**src/rtl/asyn_rstb_dff_edge_cell.sv**
```systemverilog
// Dual-edge capture and readout-gating cell for one readout slot.
// Gray edges load the pwr level into per-edge registers; the live gray level picks which one enables the bus.
module asyn_rstb_dff_edge_cell #(
  parameter int NCH         = 2,
  parameter int WIDTH       = 1,
  parameter int SYNC_STAGES = 2
) (
  input  logic                   clk,
  input  logic                   reset,
  input  logic                   pwr,
  input  logic                   gray,
  input  logic                   clr_n,
  input  logic [NCH*WIDTH-1:0]   din,
  output logic [NCH*WIDTH-1:0]   dout,
  output logic                   dout_en,
  output logic                   q_pos,
  output logic                   q_neg
);

  logic [SYNC_STAGES-1:0] syncChain_q;
  logic                   grayDly_q;
  logic                   posCap_q;
  logic                   posCap_d;
  logic                   negCap_q;
  logic                   negCap_d;
  logic                   grayS;
  logic                   riseDet;
  logic                   fallDet;

  assign grayS   = syncChain_q[SYNC_STAGES-1];
  assign riseDet = grayS & ~grayDly_q;
  assign fallDet = ~grayS & grayDly_q;

  always_ff @(posedge clk) begin
    if (reset) begin
      syncChain_q <= '0;
      grayDly_q   <= 1'b0;
    end else begin
      syncChain_q[0] <= gray;
      for (int i = 1; i < SYNC_STAGES; i++) begin
        syncChain_q[i] <= syncChain_q[i-1];
      end
      grayDly_q <= grayS;
    end
  end

  // Clear beats a coincident edge, so an edge seen while clr_n is low is dropped.
  always_comb begin
    posCap_d = posCap_q;
    negCap_d = negCap_q;
    if (!clr_n) begin
      posCap_d = 1'b0;
      negCap_d = 1'b0;
    end else begin
      if (riseDet) posCap_d = pwr;
      if (fallDet) negCap_d = pwr;
    end
  end

  always_ff @(posedge clk) begin
    if (reset) begin
      posCap_q <= 1'b0;
      negCap_q <= 1'b0;
    end else begin
      posCap_q <= posCap_d;
      negCap_q <= negCap_d;
    end
  end

  // The select moves with grayS a cycle before the new capture lands, giving a one-cycle low gap.
  always_comb begin
    dout_en = grayS ? posCap_q : negCap_q;
    dout    = '0;
    for (int c = 0; c < NCH; c++) begin
      dout[c*WIDTH +: WIDTH] = dout_en ? din[c*WIDTH +: WIDTH] : '0;
    end
  end

  assign q_pos = posCap_q;
  assign q_neg = negCap_q;

endmodule

```
**config.mk**
```make
export PLATFORM = sky130hd
export DESIGN_NAME = asyn_rstb_dff_edge_cell
export DESIGN_NICKNAME = d
export VERILOG_FILES = /design/src/rtl/asyn_rstb_dff_edge_cell.sv
export SDC_FILE = /design/constraint.sdc
export NUM_CORES = 1
export LEC_CHECK = 0
export BUFFER_PORTS_ARGS = -buffer_cell sky130_fd_sc_hd__buf_4
export CORE_AREA = 2 2 39 41
export CTS_CLUSTER_SIZE = 40
export DETAILED_ROUTE_END_ITERATION = 8
export DIE_AREA = 0 0 41 43
export REMOVE_ABC_BUFFERS = 1
export SYNTH_ARGS = -nofsm -noshare
export SYNTH_HDL_FRONTEND = slang
export SYNTH_SLANG_ARGS = --single-unit
```
**constraint.sdc**
```tcl
create_clock -name clk -period 0.8 [get_ports clk]
set_input_delay 0.16 -clock clk [delete_from_list [all_inputs] [get_ports clk]]
set_output_delay 0.16 -clock clk [all_outputs]
set_load 0.005 [all_outputs]
```
==> results of run 1 <==
==> metal layers <==
metal | up-vias | global-route usage
met5 | - | 0
met3 | 0 | 0.0314
met4 | 0 | 0.0800
met1 | 89 | 0.0684
met2 | 3 | 0.0875
li1 | 98 | -
==> cell families (layout without fill, tap and decap cells) <==
family	after synthesis	count (layout)	synth area share
and+or+nand+nor	10	10	0.310
DFF	5	5	0.516
muxes	3	3	0.155
buffers and inverters	1	20	0.0193
==> cells in the mapped netlist <==
master and number:
sky130_fd_sc_hd__nor2b_2 1, sky130_fd_sc_hd__nand2b_1 2, sky130_fd_sc_hd__inv_1 1, sky130_fd_sc_hd__nor2b_1 5, sky130_fd_sc_hd__dfxtp_1 5, sky130_fd_sc_hd__mux2i_1 3, sky130_fd_sc_hd__nor2_1 2
==> area by class of cell <==
cell class              count  area (um2)
clock buffers               4        26.3
fillers                   153         988
inverters                   1        3.75
multi-input cells          13         106
flip-flops and latches      5         104
well taps                  16        20.0
repair buffers             15         135
==> what timing repair did <==
item | CTS | global route
gates resized for setup | 11 | 1
buffers inserted | 0 | 1
setup endpoints to repair | 7 | 7
==> path summary, 6_finish.rpt <==
path / to / startpoint
worst max-delay path: dout[1] / syncChain_q[1]
worst min-delay path: syncChain_q[1] / reset
worst max register to register: q_neg / syncChain_q[1]
worst min register to register: syncChain_q[1] / syncChain_q[0]
==> stage by stage <==
step	setup WS (ns)	hold WS, ns	cells	util	total power [mW]
after detailed placement	-0.236	0.354	49	0.231	0.315
final	-0.398	0.0975	54	0.286	0.613
after floorplan	-0.0587	0.232	19	-	0.281
after CTS	-0.436	0.0903	53	0.278	0.635
after global placement	-0.184	0.349	49	0.231	0.314
after global routing	-0.468	0.0899	54	0.286	0.657
==> worst register-to-register path, delay by kind of cell, from the launching register on <==
family	cells	cell delay (ns)
buffers and inverters	2	0.25
muxes	1	0.20
DFF	1	0.32
and+or+nand+nor	2	0.15
==> state kept, by name, summed over array words and instances (netlist names) <==
| register | count |
|---|---|
| q_neg | 1 |
| grayDly_q | 1 |
| syncChain_q | 2 |
| q_pos | 1 |
==> power breakdown <==
| part | internal (mW) | switching (mW) | total, mW | leakage (nW) |
|---|---|---|---|---|
| registers | 0.258 | 0.00380 | 0.262 | 0.0422 |
| logic | 0.0437 | 0.0170 | 0.0607 | 0.126 |
| clock network | 0.189 | 0.102 | 0.291 | 0.0150 |
==> results.md, run 1 <==
Setup path:
- The worst setup path is of the flip-flop to output pin kind.
- On the critical path the largest part of the delay comes from flip-flops.
- The type of element launching the critical path is a flip-flop.
- The maximum fanout along the worst path is 3.
- The number of buffers and inverters on the critical path is 1.
- The master of the slowest instance on the critical path is sky130_fd_sc_hd__dfxtp_2.
- The logic depth of the worst path, buffers included is 3.
- STA puts the critical path data required time at 0.64 ns.
- The critical path goes through mux2i_2, nor2b_1, buf_4.
- The largest stage delay on the critical path is 0.34 ns.
- STA classifies the critical path endpoint as an output pin.
- The worst endpoint data arrival time is 1.04 ns.
- The logic depth of the worst register-to-register path is 5.
- The setup check on the worst reg-to-reg path leaves a slack of -0.23 ns.

Floorplan:
- The width of the die is 41 um.
- Measured along the y axis, the die boundary spans 43 um.
- The total number of placement rows is 14.
- For this design the top-level I/O count stands at 12.
- The initial utilization of the core area, before any placement, comes to 0.140.
- The floorplan step defined a die boundary enclosing 1760 um2.
- The total area inside the core boundary comes to 1380 um2.

Routing:
- The final routed wire length divided by cell count is 8.17 um.
- For this block, wires on met1 add up to 147 um.
- Wires add up to 441 um.
- In this run the remaining antenna-violating nets after routing total 0.
- The number of vias after detailed routing is 190.
- Dividing the detail-routed via count by the number of cells gives 3.52.
- In the detailed route, the total length drawn on met2 is 279 um.
- The met3 layer wire length in the routed design is 13 um.
- The detailed-router iteration count before antenna repair is 1.
- After the first detailed-routing iteration, the DRC count stood at 0.
- The topmost layer with routed signal wires is met3.
- After detailed routing, the number of remaining DRC violations is 0.

Final layout:
- Leaving out fill and tap cells, the most frequent cells in the layout are sky130_fd_sc_hd__buf_4, sky130_fd_sc_hd__buf_6, sky130_fd_sc_hd__nor2b_1, sky130_fd_sc_hd__clkbuf_4, sky130_fd_sc_hd__dfxtp_2.
- The total number of nets in the final design is 46.
- The leading cell type in the layout, fill and taps excluded is sky130_fd_sc_hd__buf_4.
- The share of layout cells above drive strength 1 is 0.632.
- The repair_antennas step left the layout with diodes totalling 0.
- The area growth from synthesis to layout is 104%.
- With fillers left out, the area of the finished cells amounts to 395 um2.

Synthesis:
- The count of different cell masters after synthesis is 7.
- By area the synthesized netlist is led by sky130_fd_sc_hd__dfxtp_1, sky130_fd_sc_hd__nor2b_1, sky130_fd_sc_hd__mux2i_1.
- The synthesized netlist cell count is 19.
- The mapped cell area is 194 um2.
- The top-area cell type share of the netlist area is 0.516.
- The synthesized design contains 5 register bits.
- The per-instance average area after synthesis is 10.2 um2.
- The synthesized design spends more area on one cell type than any other, namely sky130_fd_sc_hd__dfxtp_1.
- For this run, the number of Yosys warnings is 0.
- The sequential share of the synthesized area is 0.516.

STA:
- The slew at the pin closest to its max-slew limit is 0.202 ns.
- Setup total negative slack on the finished layout was measured at -1.85 ns.
- Once routing completed, OpenROAD measured the worst setup slack at -0.398 ns.
- The final worst clock skew is 0.00113 ns.
- The hold violation total from the final report is 0.
- The final cycle utilization of the critical path is 1.50.
- Setup repair after global routing could not meet its margin everywhere.
- Headroom to the max-slew limit came out at 0.862.
- The achievable clock frequency is 835 MHz.
- The number of pins with negative max-slew slack in the final report was 0.
- The number of setup violations in the final report is 7.
- The final critical path time including I/O delays and setup is 1.20 ns.

CTS:
- Clock-pin slew was measured on the worst setup and hold paths at 0.04 ns.
- The number of buffers added to fix hold violations after cts is 0.
- TritonCTS built the clock tree.
- The total CTS buffers is 3.
- CTS saw 5 sinks.
- CTS built an H-tree with a depth of 1.
- The longest clock path from root to sink contains 2 buffers.
- The cell sitting at the root of the clock tree is a sky130_fd_sc_hd__clkbuf_4.
- The insertion delay to the later sink of the worst-skew pair is 0.24 ns.

Placed design:
- Input and output buffers added on the ports amount to 11.
- The half-perimeter wire length after placement is 359 um.
- Routability-driven placement finished with a final weighted congestion of 0.633.
- The total cell area at the placement stage is 319 um2.

Worst hold path:
- The worst hold path belongs to the class input pin to flip-flop.
- The worst hold path was traced through 2 stages.

Job:
- The number of max-cap violations is 0.

Global routing:
- The number of global-route vias before repair is 189.
- The number of antenna violations at the first check in global routing is 0.
- The wire length of the first global-routing pass is 696 um.
- Entering global routing, the biggest net connects 5 pins.
- Summed over all layers, the global routing overflow is 0.
- Across every metal layer, demand over resource in global routing totals 0.0675.

Pwr:
- VDD sags by at most 0.000824 V.
- The standby leakage power is 0.183 nW.
- The power density relative to cell area is 1550 nW/um2.

Status:
- The run finished, with violations left.
- The final reports fail on negative setup slack.
No activity file was read; power rests on OpenSTA's default activity.
==> inputs of run 2 (changes only) <==
--- a/config.mk
+++ b/config.mk
@@ -6,10 +6,13 @@
 export NUM_CORES = 1
 export LEC_CHECK = 0
 export BUFFER_PORTS_ARGS = -buffer_cell sky130_fd_sc_hd__buf_4
+export CELL_PAD_IN_SITES_DETAIL_PLACEMENT = 1
+export CELL_PAD_IN_SITES_GLOBAL_PLACEMENT = 1
 export CORE_AREA = 2 2 39 41
 export CTS_CLUSTER_SIZE = 40
 export DETAILED_ROUTE_END_ITERATION = 8
 export DIE_AREA = 0 0 41 43
+export PLACE_DENSITY_LB_ADDON = 0.1
 export REMOVE_ABC_BUFFERS = 1
 export SYNTH_ARGS = -nofsm -noshare
 export SYNTH_HDL_FRONTEND = slang
==> constraint.sdc (replaced) <==
create_clock -name clk -period 1.2 [get_ports clk]
set_input_delay 0.24 -clock clk [delete_from_list [all_inputs] [get_ports clk]]
set_output_delay 0.24 -clock clk [all_outputs]
set_load 0.005 [all_outputs]
==> run 2 against run 1 <==
  * The run still ends with negative setup slack left
  * Clock power shrank 34%
  * Largest power group unchanged
  * Combinational power shrank 46%
  * Non-clock buffer count shrank 3
  * Critical path depth is the same
  * Wire length grew 4.3%
  * Die area is the same
  * Highest routed layer unchanged
  * First-iteration DRC count is the same
  * Count of clock-buffer cells in the layout is the same
==> results.md, run 2 (synthesis gave the netlist of run 1 again) <==
Setup path:
- The total buffers and inverters traversed by the critical path came to 1 (unchanged).
- The critical path class is flip-flop to output pin.
- The largest stage delay on the critical path was 0.34 ns (about the same).
- The type of element launching the critical path is a flip-flop.
- On the critical path, the stage with the largest delay is an instance of sky130_fd_sc_hd__dfxtp_2.
- The worst endpoint data arrival time is 1.04 ns (about the same).
- The maximum fanout along the worst path was 3 (unchanged).
- Grouping stages by cell kind, the critical path spends the most delay in flip-flops.
- The worst setup path is captured at an output pin.
- The signal on the critical path passes through mux2i_2, nor2b_1, buf_4.
- The required arrival time at the worst endpoint is 0.96 ns (+0.32 ns).

CTS:
- The clock transition at the registers of the reported paths was 0.04 ns (about the same).
- The total CTS buffers came to 3 (unchanged).
- The CTS tree is built.
- The insertion delay to the later sink of the worst-skew pair is 0.24 ns (about the same).
- The tree is rooted in a sky130_fd_sc_hd__clkbuf_4.
- The number of H-tree levels is 1 (unchanged).
- The number of buffers added to fix hold violations after cts is 0 (unchanged).
- The total clock sinks is 5 (unchanged).
- The maximum number of buffers from clock root to sink is 2 (unchanged).

Pwr:
- The peak supply drop is 0.000369 V (-55%).
- The standby leakage power came to 0.160 nW (-13%).
- The total design power is 0.398 mW (-35%).
- The power density relative to cell area is 1170 nW/um2 (-24%).

Routing:
- The final routed wire length divided by cell count is 9.02 um (+10%).
- The number of vias after detailed routing was 170 (-11%).
- The final routed DRC violation total came to 0 (unchanged).
- The number of violations reported at the end of detailed-routing iteration 0 is 0 (unchanged).
- The detailed-router iteration count before antenna repair is 1 (unchanged).
- The via count normalized by instance count is 3.33 (-5.3%).
- The total wire length is 460 um (+4.3%).
- The post-detailed-route count of antenna-violating nets is 0 (unchanged).

STA:
- The final worst-path setup slack is -0.0755 ns (+0.322 ns).
- The final critical path time including I/O delays and setup is 1.28 ns.
- In the finished design, the share of the clock period the worst path needs comes to 1.06.
- The setup TNS after final layout came to -0.202 ns (+1.64 ns).
- The achievable clock frequency is 784 MHz.
- The final worst clock skew is 0.00370 ns (+0.00257 ns).
- The worst hold slack is 0.169 ns (+0.0712 ns).
- Setup repair after global routing could not meet its margin everywhere.
- The number of setup violations in the final report is 3 (-4).
- The number of pins with negative max-slew slack in the final report came to 0 (unchanged).
- The slew at the pin closest to its max-slew limit is 0.196 ns (-0.00670 ns).
- The hold violation total from the final report is 0 (unchanged).
- The worst relative slew slack is 0.867 (+0.00455).

Floorplan:
- The total number of placement rows is 14 (unchanged).
- The width of the die is 41 um (unchanged).
- The overall die area is 1760 um2 (unchanged).
- The total I/O pin count is 12 (unchanged).
- The die boundary height is 43 um (unchanged).
- The area of the core region is 1380 um2 (unchanged).
- The initial standard-cell utilization of the core is 0.140 (unchanged).

Global routing:
- The pin count of the biggest net entering global routing is 5 (unchanged).
- The total overflow reported by the global router is 0 (unchanged).
- The global-route total usage across every layer was 0.0693 (+0.00181).
- The number of global-route vias before repair is 199 (+5.3%).
- The wire length of the first global-routing pass is 738 um (+6.0%).
- The number of antenna violations at the first check in global routing is 0 (unchanged).

Final layout:
- The register ranked first by flip-flop count is syncChain_q.
- The total number of nets in the final design is 43 (-6.5%).
- The growth of design area from synthesis to finish is 74.8%.
- The filler cell count is 167 (+9.2%).
- The share of layout cells above drive strength 1 is 0.514 (-0.117).
- The top cell types in the final layout, fill and taps aside, are sky130_fd_sc_hd__buf_4, sky130_fd_sc_hd__nor2b_1, sky130_fd_sc_hd__dfxtp_1, sky130_fd_sc_hd__clkbuf_4.
- The total inserted antenna cells is 0 (unchanged).
- The library cell used most frequently in the layout, excluding fill and tap cells, is sky130_fd_sc_hd__buf_4.
- The number of flip-flops in the largest register was 2 (unchanged).

Placed design:
- The count of input and output buffers was 11 (unchanged).
- The placer's final routability congestion estimate was 0.547 (-14%).
- The pre-CTS setup slack is 0.124 ns (+0.359 ns).

Status:
- The flow ran to the end, but the final reports show violations.
- The final reports fail on negative setup slack.

Job:
- The number of max-cap violations is 0 (unchanged).

Worst hold path:
- In this run the worst hold path is classified as input pin to flip-flop.
## run 2: path summary, 6_finish.rpt
check             depth (start not counted)      startpoint  slack, ns             end
setup / recovery                          3  syncChain_q[1]      -0.08         dout[1]
hold / removal                            2           reset       0.17  syncChain_q[1]
setup reg to reg                          4  syncChain_q[1]       0.28           q_neg
hold reg to reg                           1  syncChain_q[0]       0.44  syncChain_q[1]
## run 2: metal layers
| metal | track usage | part of all wire | up-vias | wire, um |
|---|---|---|---|---|
| met1 | 0.0516 | 0.33 | 77 | 153 |
| met5 | 0 | 0 | - | 0 |
| li1 | - | - | 91 | - |
| met2 | 0.109 | 0.63 | 2 | 291 |
| met3 | 0.0314 | 0.035 | 0 | 16 |
| met4 | 0.0800 | 0 | 0 | 0 |
## run 2: power by group
part | leakage (nW) | internal, mW | switching (mW)
Sequential | 0.0412 | 0.172 | 0.00251
Clock | 0.0150 | 0.126 | 0.0656
Combinational | 0.103 | 0.0232 | 0.00948
Total | 0.160 | 0.321 | 0.0776
## run 2: final cells by class
type,count,area [um2],share of cell area
multi-input combinational,13,93.8,0.277
sequential,5,101,0.299
tap,16,20.0,0.0590
timing repair buffer,12,93.8,0.277
clock buffer,4,26.3,0.0775
inverter,1,3.75,0.0111
## run 2: metrics by stage
step,std cells,cell area (um2),util
finish,51,339,0.245
global route,51,339,0.245
CTS,51,339,0.245
detailed placement,47,304,0.220
global placement,47,304,0.220
floorplan,19,194,-
## run 2: repair_timing
| item | CTS | global route |
|---|---|---|
| setup endpoints to repair | 3 | 3 |
| resized for setup | 3 | 0 |
| setup buffers | 0 | 0 |
| cloned | 0 | 0 |
==> inputs of run 3 (changes only) <==
==> constraint.sdc (replaced) <==
create_clock -name clk -period 1.3 [get_ports clk]
set_input_delay 0.26 -clock clk [delete_from_list [all_inputs] [get_ports clk]]
set_output_delay 0.26 -clock clk [all_outputs]
set_load 0.005 [all_outputs]
==> run 3 against run 2 <==
  * Worst hold slack better by 0.027 ns
  * Clock power down 9.9%
  * Worst setup slack better by 0.077 ns
  * Sequential cell count unchanged
  * Global-route usage down 0.31 points
  * Cell area up 3.3%
  * Combinational power down 6.4%
  * The flow now finishes without violations
  * Largest cell class unchanged
==> results.md, run 3 (synthesis gave the netlist of run 1 again) <==
STA:
- The hold violation total from the final report is 0 (unchanged).
- The routed design could run at a clock period as short as 1.30 ns.
- Dividing the final minimum period by the clock period gives 0.999.
- The slew at the pin closest to its max-slew limit is 0.158 ns (-0.0375 ns).
- The number of pins with negative max-slew slack in the final report came to 0 (unchanged).
- Setup repair after global routing could not meet its margin everywhere.
- The worst hold slack is 0.195 ns (+0.0266 ns).
- The worst relative slew slack is 0.892 (+0.0253).
- The number of setup violations in the final report is 0 (-3).
- For this run, the top clock speed supported by timing is 770 MHz.
- The final worst-path setup slack came to 0.00117 ns (+0.0766 ns).
- The final worst clock skew is 0.00173 ns (-0.00197 ns).

Floorplan:
- The area of the core region was 1380 um2 (unchanged).
- The die boundary height is 43 um (unchanged).
- The initial standard-cell utilization of the core is 0.140 (unchanged).
- The total I/O pin count is 12 (unchanged).
- The width of the die is 41 um (unchanged).
- The overall die area is 1760 um2 (unchanged).
- The total number of placement rows is 14 (unchanged).

Pwr:
- The power density relative to cell area is 1040 nW/um2 (-12%).
- The cell-internal power is 0.295 mW (-8.0%).
- The combinational cell fraction of total power is 0.084 (+0.002).
- The total design power is 0.363 mW (-8.8%).
- The peak supply drop is 0.000370 V (about the same).
- The proportion of power drawn by the clock network is 0.474 (-0.006).
- The share of total power in sequential cells was 0.442 (+0.004).
- The net switching component of the power came to 0.0682 mW (-12%).
- The proportion of total power due to net switching is 0.188 (-0.00704).
- The standby leakage power is 0.161 nW (+0.93%).

Final layout:
- In the layout the commonest cells are sky130_fd_sc_hd__buf_4, sky130_fd_sc_hd__nor2b_1, sky130_fd_sc_hd__dfxtp_1, sky130_fd_sc_hd__clkbuf_4.
- The growth of design area from synthesis to finish is 80.6%.
- The share of layout cells above drive strength 1 was 0.514 (unchanged).
- The filler-free cell count of the finished design came to 51 (unchanged).
- Counting flops per register, the top entry is syncChain_q.
- The total inserted antenna cells was 0 (unchanged).
- The total non-filler cell area in the finished layout is 350 um2 (+3.3%).
- The filler cell count came to 165 (-1.2%).
- The combined area of the multi-input logic cells was 103 um2 (+9.3%).
- The number of flip-flops in the largest register is 2 (unchanged).
- The leading cell type in the layout, fill and taps excluded is sky130_fd_sc_hd__buf_4.
- The total number of nets in the final design is 43 (unchanged).
- The area occupied by registers was 104 um2 (+2.5%).

Routing:
- The number of violations reported at the end of detailed-routing iteration 0 came to 0 (unchanged).
- The total wire length is 457 um (-0.65%).
- The final routed DRC violation total came to 0 (unchanged).
- The via count normalized by instance count is 3.33 (unchanged).
- The number of vias after detailed routing is 170 (unchanged).
- The detailed-router iteration count before antenna repair is 1 (unchanged).
- The final routed wire length divided by cell count is 8.96 um (-0.65%).
- The post-detailed-route count of antenna-violating nets is 0 (unchanged).

Setup path:
- The setup slack of the most critical reg-to-reg path is 0.36 ns (+0.08 ns).
- Tracing the worst setup path back leads to its startpoint at syncChain_q[1].
- The maximum fanout along the worst path came to 3 (unchanged).
- STA classifies the critical path endpoint as an output pin.
- The type of element launching the critical path is a flip-flop.
- The endpoint identified for the worst register-to-register timing path is q_neg.
- The logic depth of the worst register-to-register path is 4 (unchanged).
- The worst reg2reg path startpoint is syncChain_q[1].
- The worst endpoint data arrival time came to 1.04 ns (about the same).
- The required arrival time at the worst endpoint is 1.04 ns (+0.08 ns).
- The critical path is of the flip-flop to output pin type.
- The most critical setup path has its endpoint at dout[1].

Global routing:
- The number of global-route vias before repair is 198 (-0.50%).
- The wire length of the first global-routing pass came to 759 um (+2.8%).
- The pin count of the biggest net entering global routing is 5 (unchanged).
- The global-route total usage across every layer was 0.0662 (-0.00315).
- The total overflow reported by the global router is 0 (unchanged).
- The number of antenna violations at the first check in global routing came to 0 (unchanged).

CTS:
- The clock transition at the registers of the reported paths is 0.04 ns (about the same).
- TritonCTS built the clock tree.
- The insertion delay to the later sink of the worst-skew pair is 0.24 ns (about the same).
- The root buffer cell is sky130_fd_sc_hd__clkbuf_4.
- The number of H-tree levels was 1 (unchanged).
- The total CTS buffers came to 3 (unchanged).
- The maximum number of buffers from clock root to sink came to 2 (unchanged).
- The total clock sinks is 5 (unchanged).

Status:
- The run finished with clean final reports.

Placed design:
- The total cell area at the placement stage is 297 um2 (-2.5%).
- The pre-CTS setup slack was 0.123 ns (-0.000697 ns).
- The placer's final routability congestion estimate is 0.530 (-3.0%).
- The count of placed standard cells including taps is 46 (-2.1%).
- The count of input and output buffers came to 11 (unchanged).
- The wire-length estimate of the detail-placed layout is 363 um.

Worst hold path:
- The tightest min-delay check is of the input pin to flip-flop type.

Job:
- The number of max-cap violations is 0 (unchanged).
## run 3: changes by cell type in the layout (fill, tap and decap cells not counted)
cell                      change
sky130_fd_sc_hd__dfxtp_4      +1
sky130_fd_sc_hd__dfxtp_2      -1
sky130_fd_sc_hd__mux2i_4      +1
sky130_fd_sc_hd__mux2i_2      -1
## run 3: worst min path at each step
stage	start	to	slack [ns]	depth (start not counted)
6_report	reset	syncChain_q[1]	0.20	2
4_1_cts	reset	syncChain_q[1]	0.19	2
2_1_floorplan	reset	grayDly_q	0.33	1
3_5_place_dp	syncChain_q[0]	syncChain_q[1]	0.45	1
5_1_grt	reset	syncChain_q[1]	0.19	2
3_3_place_gp	syncChain_q[0]	syncChain_q[1]	0.42	1
## run 3: worst max-delay path, cell delays in order, from the launching register on
cell                      delay [ns]
sky130_fd_sc_hd__dfxtp_4        0.36
sky130_fd_sc_hd__mux2i_4        0.24
sky130_fd_sc_hd__nor2b_1        0.07
sky130_fd_sc_hd__buf_4          0.14
## run 3: power by group through the flow
stage          Combinational (mW)  Clock, mW  Sequential [mW]
5_1_grt                    0.0332      0.198            0.161
4_1_cts                    0.0303      0.182            0.160
3_3_place_gp               0.0269          0            0.164
2_1_floorplan             0.00960          0            0.163
3_5_place_dp               0.0274          0            0.164
6_report                   0.0306      0.172            0.160
## run 3: stage by stage
stage / util / setup TNS [ns]
after global placement: 0.214 / 0
after CTS: 0.244 / -0.0110
after detailed placement: 0.214 / 0
after global routing: 0.253 / -0.130
after floorplan: - / 0
final: 0.253 / 0
## run 3: routing by layer
| metal | vias up | track usage | routed length (um) |
|---|---|---|---|
| met4 | 0 | 0.0600 | 0 |
| li1 | 90 | - | - |
| met1 | 78 | 0.0577 | 150 |
| met5 | - | 0 | 0 |
| met2 | 2 | 0.113 | 291 |
| met3 | 0 | 0.0157 | 14 |
## run 3: cell type report
cell class	count	share of cell area
multi-input combinational	13	0.293
timing repair buffer	12	0.268
inverter	1	0.0107
tap	16	0.0571
sequential	5	0.296
clock buffer	4	0.0750
## run 3: timing repair
item                       4_1_cts  5_1_grt
setup buffers                    1        0
resized for setup                3        2
hold buffers                     0        0
setup endpoints to repair        3        3
